$ cat config.mk
export PLATFORM = sky130hd
export DESIGN_NAME = id_stage_regread
export DESIGN_NICKNAME = d
export VERILOG_FILES = /design/src/rtl/id_stage_regread.sv
export SDC_FILE = /design/constraint.sdc
export NUM_CORES = 1
export LEC_CHECK = 0
export ABC_CLOCK_PERIOD_IN_PS = 2200
export BUFFER_PORTS_ARGS = -buffer_cell sky130_fd_sc_hd__buf_2
export CORE_UTILIZATION = 40
export CTS_CLUSTER_SIZE = 30
export DETAILED_ROUTE_END_ITERATION = 16
export MAX_ROUTING_LAYER = met4
export PLACE_DENSITY = 0.8
export SLEW_MARGIN = 20
export SYNTH_ARGS = -nofsm -noshare
export SYNTH_HDL_FRONTEND = slang
export SYNTH_SLANG_ARGS = --single-unit
$ cat constraint.sdc
create_clock -name clk -period 2.2 [get_ports clk]
set_clock_uncertainty 0.15 [all_clocks]
set_input_delay 0.33 -clock clk [delete_from_list [all_inputs] [get_ports clk]]
set_output_delay 0.33 -clock clk [all_outputs]
set_load 0.005 [all_outputs]
$ cat src/rtl/id_stage_regread.sv
// Instruction-decode stage: field decode, register-file read with write-back bypass,
// load-use hazard detection (stall + bubble) and a saturating stall-cycle counter.
module id_stage_regread #(
  parameter int DATA_WIDTH      = 32,
  parameter int STALL_CNT_WIDTH = 16
) (
  input  logic                       clk,
  input  logic                       rst_n,
  input  logic                       if_valid_i,
  input  logic [31:0]                if_instr_i,
  input  logic [DATA_WIDTH-1:0]      if_pc_i,
  input  logic                       flush_i,
  input  logic                       ex_memread_i,
  input  logic [4:0]                 ex_rd_i,
  input  logic                       wb_write_i,
  input  logic [4:0]                 wb_addr_i,
  input  logic [DATA_WIDTH-1:0]      wb_data_i,
  output logic [4:0]                 rf_out1addr_o,
  output logic [4:0]                 rf_out2addr_o,
  input  logic [DATA_WIDTH-1:0]      rf_out1_i,
  input  logic [DATA_WIDTH-1:0]      rf_out2_i,
  output logic                       stall_o,
  output logic                       ex_valid_o,
  output logic [DATA_WIDTH-1:0]      ex_pc_o,
  output logic [31:0]                ex_instr_o,
  output logic [DATA_WIDTH-1:0]      ex_rs1data_o,
  output logic [DATA_WIDTH-1:0]      ex_rs2data_o,
  output logic [DATA_WIDTH-1:0]      ex_imm_o,
  output logic [4:0]                 ex_rs1_o,
  output logic [4:0]                 ex_rs2_o,
  output logic [4:0]                 ex_rdout_o,
  output logic [STALL_CNT_WIDTH-1:0] stall_count_o
);

  localparam logic [6:0] OP_LOAD   = 7'b0000011;
  localparam logic [6:0] OP_IMM    = 7'b0010011;
  localparam logic [6:0] OP_AUIPC  = 7'b0010111;
  localparam logic [6:0] OP_STORE  = 7'b0100011;
  localparam logic [6:0] OP_REG    = 7'b0110011;
  localparam logic [6:0] OP_LUI    = 7'b0110111;
  localparam logic [6:0] OP_BRANCH = 7'b1100011;
  localparam logic [6:0] OP_JALR   = 7'b1100111;
  localparam logic [6:0] OP_JAL    = 7'b1101111;

  typedef enum logic {RUN, BUBBLE} occ_state_e;

  occ_state_e                 state_q;
  logic                       ex_valid_q;
  logic [DATA_WIDTH-1:0]      ex_pc_q, ex_rs1data_q, ex_rs2data_q, ex_imm_q;
  logic [31:0]                ex_instr_q;
  logic [4:0]                 ex_rs1_q, ex_rs2_q, ex_rd_q;
  logic [STALL_CNT_WIDTH-1:0] stall_cnt_q;

  logic [6:0]            opcode;
  logic [4:0]            rs1, rs2, rd;
  logic                  rs1_used, rs2_used, hazard;
  logic [31:0]           imm32;
  logic [DATA_WIDTH-1:0] imm_d, rs1data_d, rs2data_d;

  assign opcode        = if_instr_i[6:0];
  assign rs1           = if_instr_i[19:15];
  assign rs2           = if_instr_i[24:20];
  assign rd            = if_instr_i[11:7];
  assign rf_out1addr_o = rs1;
  assign rf_out2addr_o = rs2;

  assign rs1_used = !(opcode inside {OP_LUI, OP_AUIPC, OP_JAL});
  assign rs2_used = opcode inside {OP_REG, OP_STORE, OP_BRANCH};

  assign hazard = if_valid_i && ex_memread_i && (ex_rd_i != 5'd0) &&
                  ((rs1_used && rs1 == ex_rd_i) || (rs2_used && rs2 == ex_rd_i));
  // The load leaves EX on the next edge, so a stall never lasts beyond one cycle per hazard.
  assign stall_o = hazard && !flush_i && rst_n;

  // NOTE: every always_comb output gets a default first so no path can infer a latch.
  always_comb begin
    imm32 = 32'd0;
    unique case (opcode)
      OP_LOAD, OP_IMM, OP_JALR: imm32 = {{20{if_instr_i[31]}}, if_instr_i[31:20]};
      OP_STORE:  imm32 = {{20{if_instr_i[31]}}, if_instr_i[31:25], if_instr_i[11:7]};
      OP_BRANCH: imm32 = {{19{if_instr_i[31]}}, if_instr_i[31], if_instr_i[7],
                          if_instr_i[30:25], if_instr_i[11:8], 1'b0};
      OP_LUI, OP_AUIPC: imm32 = {if_instr_i[31:12], 12'd0};
      OP_JAL:    imm32 = {{11{if_instr_i[31]}}, if_instr_i[31], if_instr_i[19:12],
                          if_instr_i[20], if_instr_i[30:21], 1'b0};
      default:   imm32 = 32'd0;
    endcase
  end

  assign imm_d = DATA_WIDTH'($signed(imm32));

  // The register file commits after the edge, so a same-cycle write must be forwarded.
  always_comb begin
    rs1data_d = rf_out1_i;
    if (rs1 == 5'd0)                           rs1data_d = '0;
    else if (wb_write_i && wb_addr_i == rs1)   rs1data_d = wb_data_i;
    rs2data_d = rf_out2_i;
    if (rs2 == 5'd0)                           rs2data_d = '0;
    else if (wb_write_i && wb_addr_i == rs2)   rs2data_d = wb_data_i;
  end

  // NOTE: sequential state uses non-blocking assignments and every register is reset.
  always_ff @(posedge clk or negedge rst_n) begin
    if (!rst_n) begin
      state_q      <= RUN;
      ex_valid_q   <= 1'b0;
      ex_pc_q      <= '0;
      ex_instr_q   <= '0;
      ex_rs1data_q <= '0;
      ex_rs2data_q <= '0;
      ex_imm_q     <= '0;
      ex_rs1_q     <= '0;
      ex_rs2_q     <= '0;
      ex_rd_q      <= '0;
      stall_cnt_q  <= '0;
    end else begin
      unique case (state_q)
        RUN:     state_q <= stall_o ? BUBBLE : RUN;
        BUBBLE:  state_q <= RUN;
        default: state_q <= RUN;
      endcase

      if (flush_i || stall_o) begin
        ex_valid_q <= 1'b0;
      end else begin
        ex_valid_q   <= if_valid_i;
        ex_pc_q      <= if_pc_i;
        ex_instr_q   <= if_instr_i;
        ex_rs1data_q <= rs1data_d;
        ex_rs2data_q <= rs2data_d;
        ex_imm_q     <= imm_d;
        ex_rs1_q     <= rs1;
        ex_rs2_q     <= rs2;
        ex_rd_q      <= rd;
      end

      if (stall_o && stall_cnt_q != '1) stall_cnt_q <= stall_cnt_q + 1'b1;
    end
  end

  assign ex_valid_o    = ex_valid_q;
  assign ex_pc_o       = ex_pc_q;
  assign ex_instr_o    = ex_instr_q;
  assign ex_rs1data_o  = ex_rs1data_q;
  assign ex_rs2data_o  = ex_rs2data_q;
  assign ex_imm_o      = ex_imm_q;
  assign ex_rs1_o      = ex_rs1_q;
  assign ex_rs2_o      = ex_rs2_q;
  assign ex_rdout_o    = ex_rd_q;
  assign stall_count_o = stall_cnt_q;

endmodule
## Word level (Yosys, flattened, before mapping)

Cells that the tools add are included.

- Multiplexer cells: 6
- Add/sub/neg operators: 1
- Equality and inequality tests: 14
- Reductions and logical operators: 21

Operators by type and width:

| operator | number |
|---|---|
| one-hot mux 32 bit (5 select lines) | 1 |
| 2-to-1 mux 32 bit | 4 |
| == test 7 x 6 -> 1 bit (second input constant) | 3 |
| == test 7 bit (second input constant) | 3 |
| == test 5 bit | 4 |
| adder 16 x 1 -> 16 bit (second input constant) | 1 |
| inequality test 16 bit (second input constant) | 1 |
| == test 7 x 5 -> 1 bit (second input constant) | 2 |
| logical AND 1 bit | 10 |
| logical NOT 5 bit | 2 |
| == test 7 x 2 -> 1 bit (second input constant) | 1 |
| nonzero test 3 bit | 2 |
| nonzero test 5 bit | 1 |
| OR reduction 3 bit | 1 |
| logical NOT 1 bit | 2 |
| logical OR 1 bit | 2 |
| OR reduction 2 bit | 1 |
| 2-to-1 mux 1 bit | 1 |

- Logic and storage cells: 52
- Flip-flop bits (word level): 192
- Output and inout port bits: 203
- Input bits: 176

## Longest topological paths before layout

Gate-level depths: netlist of the first run.

- Depth in word-level cells: 10
- Depth in mapped cells: 9
- Depth with buffers taken out: 7

## Least setup slack after synthesis of the first run

Ideal clock, no wire load.

- Path kind: input to register
- Start point: in if_instr_i[5]
- End point: reg ex_instr_q[0], in the netlist ex_instr_o[0]
- Data required time: 1925 ps
- Stages on the path: 8
- Setup slack: -80 ps
- Setup time: 125 ps
- Path buffers: 3
- Arrival: 2005 ps
- Cell sequence: clkbuf_1 nand4b_1 a21oi_4 or4_4 nand3b_4 buf_6 buf_6 mux2_4

- Cells in the longest elaborated chain, start to end: 9
- Elaborated cells on any way between the ends: 16
- Those cells by class: eq/ne: 6; reduce/logical: 10

Ends and longest elaborated chain:

| element | RTL line | RTL |
|---|---|---|
| start: declaration | 10 | `input logic [31:0] if_instr_i,` |
| == test 7 x 6 -> 1 bit (tied with other cells) | 67 | `assign rs1_used = !(opcode inside {OP_LUI, OP_AUIPC, OP_JAL});` |
| nonzero test 3 bit | 67 |  |
| logical NOT 1 bit | 67 |  |
| logical AND 1 bit | 71 | `((rs1_used && rs1 == ex_rd_i) \|\| (rs2_used && rs2 == ex_rd_i));` |
| logical OR 1 bit * | 71 |  |
| logical AND 1 bit * | 70 | `assign hazard = if_valid_i && ex_memread_i && (ex_rd_i != 5'd0) &&` |
| logical AND 1 bit * (2 in a row) | 73 | `assign stall_o = hazard && !flush_i && rst_n;` |
| logical OR 1 bit * | 123 | `if (flush_i \|\| stall_o) begin` |
| end signal: assignment | 128 | `ex_instr_q <= if_instr_i;` |
| end: declaration | 50 | `logic [31:0] ex_instr_q;` |

Mark *: on every way between the ends. The rest lies on a longest branch, timed or not.
A chain may end at the register's enable or synchronous reset.

## Final worst setup path of the first run

- Start point: in ex_rd_i[1]
- End point: reg ex_instr_q[16], in the netlist ex_instr_o[16]

- Cells in the longest elaborated chain, start to end: 7
- Elaborated cells on any way between the ends: 11
- Those cells by class: eq/ne: 2; reduce/logical: 9

Ends and longest elaborated chain:

| element | RTL line | RTL |
|---|---|---|
| start: declaration | 14 | `input logic [4:0] ex_rd_i,` |
| == test 5 bit | 71 |  |
| logical AND 1 bit | 71 |  |
| logical OR 1 bit | 71 |  |
| logical AND 1 bit * | 70 |  |
| logical AND 1 bit * (2 in a row) | 73 |  |
| logical OR 1 bit * | 123 |  |

Marked as above.

==> results of run 1 <==
==> worst max-delay path, delay by kind of cell <==
family	cells	cell delay, ps
AND/OR/NAND/NOR	3	940
AO/OA/AOI/OAI	1	230
buffers and inverters	3	510
multiplexers	1	300
==> per-stage QoR <==
step,TNS [ps],utilization (%),area (µm²),power [mW]
floorplan,-890,-,8450,4.28
global placement,-46030,53.4,10900,4.96
detailed placement,-48460,53.4,10900,5.01
CTS,0,57.9,11800,8.01
global route,-17.3,58.3,11900,8.31
finish,0,58.3,11900,7.96
==> routing by layer <==
layer	track usage, %	vias up	wire (µm)
li1	-	3458	-
met1	29.8	3555	10800
met2	40.9	283	13000
met3	4.84	47	1360
met4	7.94	0	641
met5	-	-	0
==> placed cells by master (no fill, tap or decap), types with 25 or more instances in the layout <==
cell,count
a21oi_1,25
buf_2,377
buf_4,68
dfrtp_1,177
dlygate4sd3_1,35
mux2_2,30
mux2_4,32
mux2i_1,65
nand2_1,121
o21ai_0,35
o31ai_1,61
xnor2_1,26
==> layout make-up <==
type / instances / area (µm²)
Multi-Input combinational cell: 482 / 3560
Fill cell: 1708 / 8510
Timing Repair Buffer: 494 / 3010
Sequential cell: 177 / 4430
Clock inverter: 14 / 138
Inverter: 4 / 15.0
Tap cell: 270 / 338
Clock buffer: 18 / 429
==> registers in the layout, summed over array words and instances (netlist names) <==
register       count
ex_instr_o        32
ex_valid_o         1
ex_pc_o           32
ex_imm_o          32
ex_rs1data_o      32
ex_rs2data_o      32
stall_count_o     16
==> Yosys cell counts <==
cell type  instances  area, µm²
nand3_1           14       70.1
mux2_2            30        338
and3_1             9       56.3
nor2b_1            2       12.5
inv_1              4       15.0
xor2_1             8       70.1
clkbuf_1          16       60.1
a32oi_1            1       8.76
nor3_1             6       30.0
nand3b_1           1       7.51
o2bb2ai_1          1       8.76
buf_4             26        195
xnor2_1           26        228
nand2_1          121        454
nand4b_1           2       17.5
mux2i_1           65        651
a21oi_4            1       16.3
and4b_1            1       10.0
nor4_1             2       12.5
and2_1             3       18.8
buf_6              5       56.3
and4_1             2       17.5
mux2_1             2       22.5
or4_1              3       22.5
o31ai_1           67        503
a22oi_1            4       30.0
or4_4              2       22.5
mux2_4            30        450
ha_1               1       12.5
buf_2             28        140
nand4_1            5       31.3
o21ai_0           35        175
nand3b_4           1       20.0
a21oi_1           25        125
nor3b_1            1       7.51
or3b_4             1       11.3
dfrtp_1          177       4430
nor2_1             9       33.8
o2111ai_2          1       15.0
==> report_power, final <==
group	internal, mW	total [mW]	switching (mW)
Combinational	0.715	1.35	0.637
Sequential	3.51	3.66	0.154
Clock	1.51	2.94	1.43
Total	5.73	7.96	2.22
==> logic make-up (layout without fill, tap and decap cells) <==
logic type,count (synthesis),after routing
and+or+nand+nor,185,185
DFF,177,177
AOI/OAI and AO/OA,135,135
muxes,127,127
buffers and inverters,79,530
xor gates and xnor gates,34,34
adders and majority gates,1,1
==> repair_timing <==
action / CTS / global route
buffers inserted: 1 / 1
hold buffers: 33 / 2
gates cloned: 0 / 1
endpoints found under the setup margin: 1 / 10
gates resized for setup: 0 / 9
pin swaps: 1 / 2
endpoints found under the hold margin: 57 / 2
==> worst max-delay path by stage <==
stage,from,depth (start not counted),endpoint,slack (ps)
after floorplan,if_instr_i[3],8,ex_instr_o[0],-30
after global placement,ex_rd_i[1],8,ex_rs1data_o[13],-380
after detailed placement,ex_rd_i[1],8,ex_rs2data_o[14],-440
after CTS,if_instr_i[3],8,stall_o,30
after global routing,ex_rd_i[1],8,ex_rs2data_o[13],-10
final,ex_rd_i[1],8,ex_instr_o[16],50
==> results.toml, run 1 <==
[layout]
layout.cells.non_filler = 1459
nNetsFinal = 1353
area_growth_pct = 41.8
antennaDiodeCount = 0
drive_gt1_share_pct = 47.9

[clock_network]
cts.clk_slew.worst_paths_ps = 70
cts-root-buf = "clkbuf_16"
cts_buffer_depth = 2
cts_buffers = 17
h-tree-depth = 4
clkLatencyLatePin_ps = 410
cts_tree = "yes"
cts_num_sinks = 177

[worst_setup_path]
critical_path.cell_chain = "buf_2, or4_1, o2111ai_2, or4_4, nand3b_4, buf_4, buf_4, mux2_4"
r2r_slack_ps = 240
cpMostUsedCell = "buf_4"
worst-setup-path-type = "primary input to flip-flop"
r2r-start = "stall_count_o[0]"
cp.required_ps = 2350
crit_fanout = 8
reg2reg_to = "stall_count_o[1]"
critPathCaptureType = "flip-flop"
reg2reg_depth = 6
max_stage_delay_ps = 530
arrival_ps = 2310
cp-start-kind = "primary input"
crit_slowest_cell = "or4_1"

[global_routing]
grt_pass1_vias = 7316
antenna_found_initial = 0
grt_overflow = 0
grt_usage_pct = 24.5
grt_pass1_wl_um = 39500
grt_max_degree = 75

[routing]
wl_um = 25800
routedWlPerCell_um = 17.7
firstDrtPassIters = 4
drtIter0Drc = 332
routed_via_density = 5.03
drcViolationCount = 0
dr_total_vias = 7343
postRouteAntennaNets = 0

[pwr]
power_density_mw_per_mm2 = 668
ir_worst_vdd_v = 0.000492
p_leak_nw = 5.82

[worst_hold_path]
worstHoldPathType = "primary input to flip-flop"
hold_depth = 2
holdPathEnd = "ex_instr_o[10]"
holdCritStartpoint = "if_instr_i[10]"

[yosys]
yosysWarnings = 0
synth-simple-area-share_pct = 10.2
syn-instance-count = 738
synth-xor-area-share_pct = 3.54
synth_compound_gate_area_share_pct = 10.5
syn_nets = 915
yosysSeqAreaShare_pct = 52.7
avgSynthCellArea_um2 = 11.4
synth.area.mux_share_pct = 17.4
yosysUniqueCellTypes = 39
synth_top_family_by_area = "multiplexers"
synth-seq-cells = 177
yosys.area_share.adder_pct = 0.149
syn_area_mm2 = 0.00841

[die]
fp-row-count = 52
dieArea_mm2 = 0.0216
dieHeight_um = 147
start_util_pct = 41.1
dieWidth_um = 147
core_area_mm2 = 0.0204
pin_count = 379

[placed_design]
dp_worst_setup_slack_ps = -438
io_buffers = 378
place_inst = 1389
place_hpwl_um = 19300
routabilityCongestion = 0.915

[sta]
hold_viol = 0
slew_viol_final = 0
rsz0062_at_grt = "true"
setup_viol = 0
worstMarginPinSlew_ps = 931
finalCritPeriodShare_pct = 97.8
period_needed_ps = 2150
whs_ps = 28.1
max_freq_mhz = 465
layout_setup_ws_ps = 47.6
slew_headroom_pct = 37.9

[status]
status = "complete, no violations"

[flow_run]
drv_cap = 0
Note: power is estimated with default switching activity, not from simulation.
==> run 2: changes to the inputs <==
- CORE_AREA: not set -> 2 2 148 150
- CORE_UTILIZATION: 40 -> not set
- DIE_AREA: not set -> 0 0 150 152
- PLACE_DENSITY: 0.8 -> 0.79
==> results.toml, run 2 (synthesis results as in run 1) <==
[pwr]
p_seq_share_pct = 45.9
switching_share_pct = 27.6
p_leak_nw = 5.89
pwr-share-comb_pct = 17.1
clkPwrFrac_pct = 36.9
p_sw_mw = 2.21
intPower_mw = 5.78
ir_worst_vdd_v = 0.000506
p_total_mw = 7.99
power_density_mw_per_mm2 = 662

[clock_network]
clkLatencyLatePin_ps = 410
cts_tree = "yes"
cts_buffer_depth = 2
cts_setup_buffers = 0
h-tree-depth = 4
cts.clk_slew.worst_paths_ps = 70
cts_buffers = 17
cts_num_sinks = 177
cts-root-buf = "clkbuf_16"

[routing]
routedWlPerCell_um = 17.6
postRouteAntennaNets = 0
dr_total_vias = 7397
routed_via_density = 5.01
wl_um = 25900
drcViolationCount = 0
drtIter0Drc = 443
firstDrtPassIters = 5

[global_routing]
grt_overflow = 0
antenna_found_initial = 0
grt_pass1_wl_um = 40200
grt_max_degree = 94
grt_usage_pct = 23.2
grt_pass1_vias = 7523

[worst_hold_path]
hold_depth = 2
worstHoldPathType = "primary input to flip-flop"
holdCritStartpoint = "if_instr_i[30]"
holdPathEnd = "ex_instr_o[30]"

[worst_setup_path]
r2r_slack_ps = 270
worst-setup-path-type = "primary input to flip-flop"
reg2reg_to = "stall_count_o[1]"
crit_path_start = "ex_rd_i[1]"
critPathCaptureType = "flip-flop"
cp-start-kind = "primary input"
reg2reg_depth = 6
cp.required_ps = 2360
crit_fanout = 17
arrival_ps = 2310
r2r-start = "stall_count_o[0]"

[sta]
slew_viol_final = 0
hold_viol = 0
setup_viol = 0
finalCritPeriodShare_pct = 97.9
period_needed_ps = 2150
slew_headroom_pct = 43.4
rsz0062_at_grt = "false"
max_freq_mhz = 464
worstMarginPinSlew_ps = 849

[die]
fp-row-count = 54
dieWidth_um = 150
dieArea_mm2 = 0.0228
start_util_pct = 39.4
pin_count = 379
dieHeight_um = 152
core_area_mm2 = 0.0214

[placed_design]
routabilityCongestion = 0.919
post_dp_cell_area_mm2 = 0.0111
place_hpwl_um = 19500
io_buffers = 378

[layout]
mostFrequentLayoutCells = "buf_2, dfrtp_1, nand2_1"
finish.instance_area_mm2 = 0.0121
final_core_util_pct = 56.6
nNetsFinal = 1359
area_growth_pct = 43.7
antennaDiodeCount = 0
drive_gt1_share_pct = 48.1
final_common_cell = "buf_2"

[status]
status = "complete, no violations"

[flow_run]
drv_cap = 0
run 2: timing repair:
item / 4_1_cts / 5_1_grt
hold buffers: 37 / 0
setup endpoints to repair: 0 / 16
hold endpoints to repair: 52 / 0
resized for setup: 0 / 8
run 2: power by group through the flow:
stage                     logic [mW]  registers [mW]  clock network (mW)
final                           1.37            3.67                2.95
after CTS                       1.37            3.67                3.02
after detailed placement        1.32            3.72                   0
after global placement          1.28            3.72                   0
after floorplan                0.551            3.73                   0
after global routing            1.49            3.70                3.17
run 2: worst max path at each step:
stage	endpoint	cells past startpoint
2_1_floorplan	ex_instr_o[0]	8
3_3_place_gp	ex_pc_o[8]	7
3_5_place_dp	ex_rs1data_o[22]	9
4_1_cts	stall_o	8
5_1_grt	ex_rs1data_o[6]	9
6_report	ex_rs1data_o[31]	9
run 2: through the flow:
step / hold slack, ps / std cells / TNS (ps) / worst slack, ps
final: 27.2 / 1475 / 0 / 45.4
after global routing: 7.57 / 1475 / 0 / 0.189
after CTS: 1.17 / 1475 / 0 / 33.4
after detailed placement: 177 / 1406 / -41390 / -357
after global placement: 172 / 1406 / -32910 / -266
after floorplan: -116 / 738 / -890 / -28.9
run 2: metal layers:
metal / part of all wire, % / global-route usage (%) / vias to the layer above / routed length (µm)
li1: - / - / 3471 / -
met1: 42 / 29.2 / 3602 / 10900
met2: 50 / 37.4 / 274 / 12900
met3: 5.6 / 4.29 / 50 / 1460
met4: 2.7 / 8.18 / 0 / 698
met5: 0 / - / - / 0
run 2: final cells by class:
type                    instances  area [µm²]
flip-flops and latches        177        4430
well taps                     280         350
repair buffers                500        3150
multi-input cells             482        3560
clock inverters                14         135
fillers                      1827        9270
clock buffers                  18         439
inverters                       4        15.0
run 2: critical path, cell delays in order:
cell and delay [ps]:
buf_2 120, or4_4 540, o2111ai_2 250, or4_4 190
nand3b_4 120, buf_4 180, buf_12 160, buf_12 150
o31ai_1 250
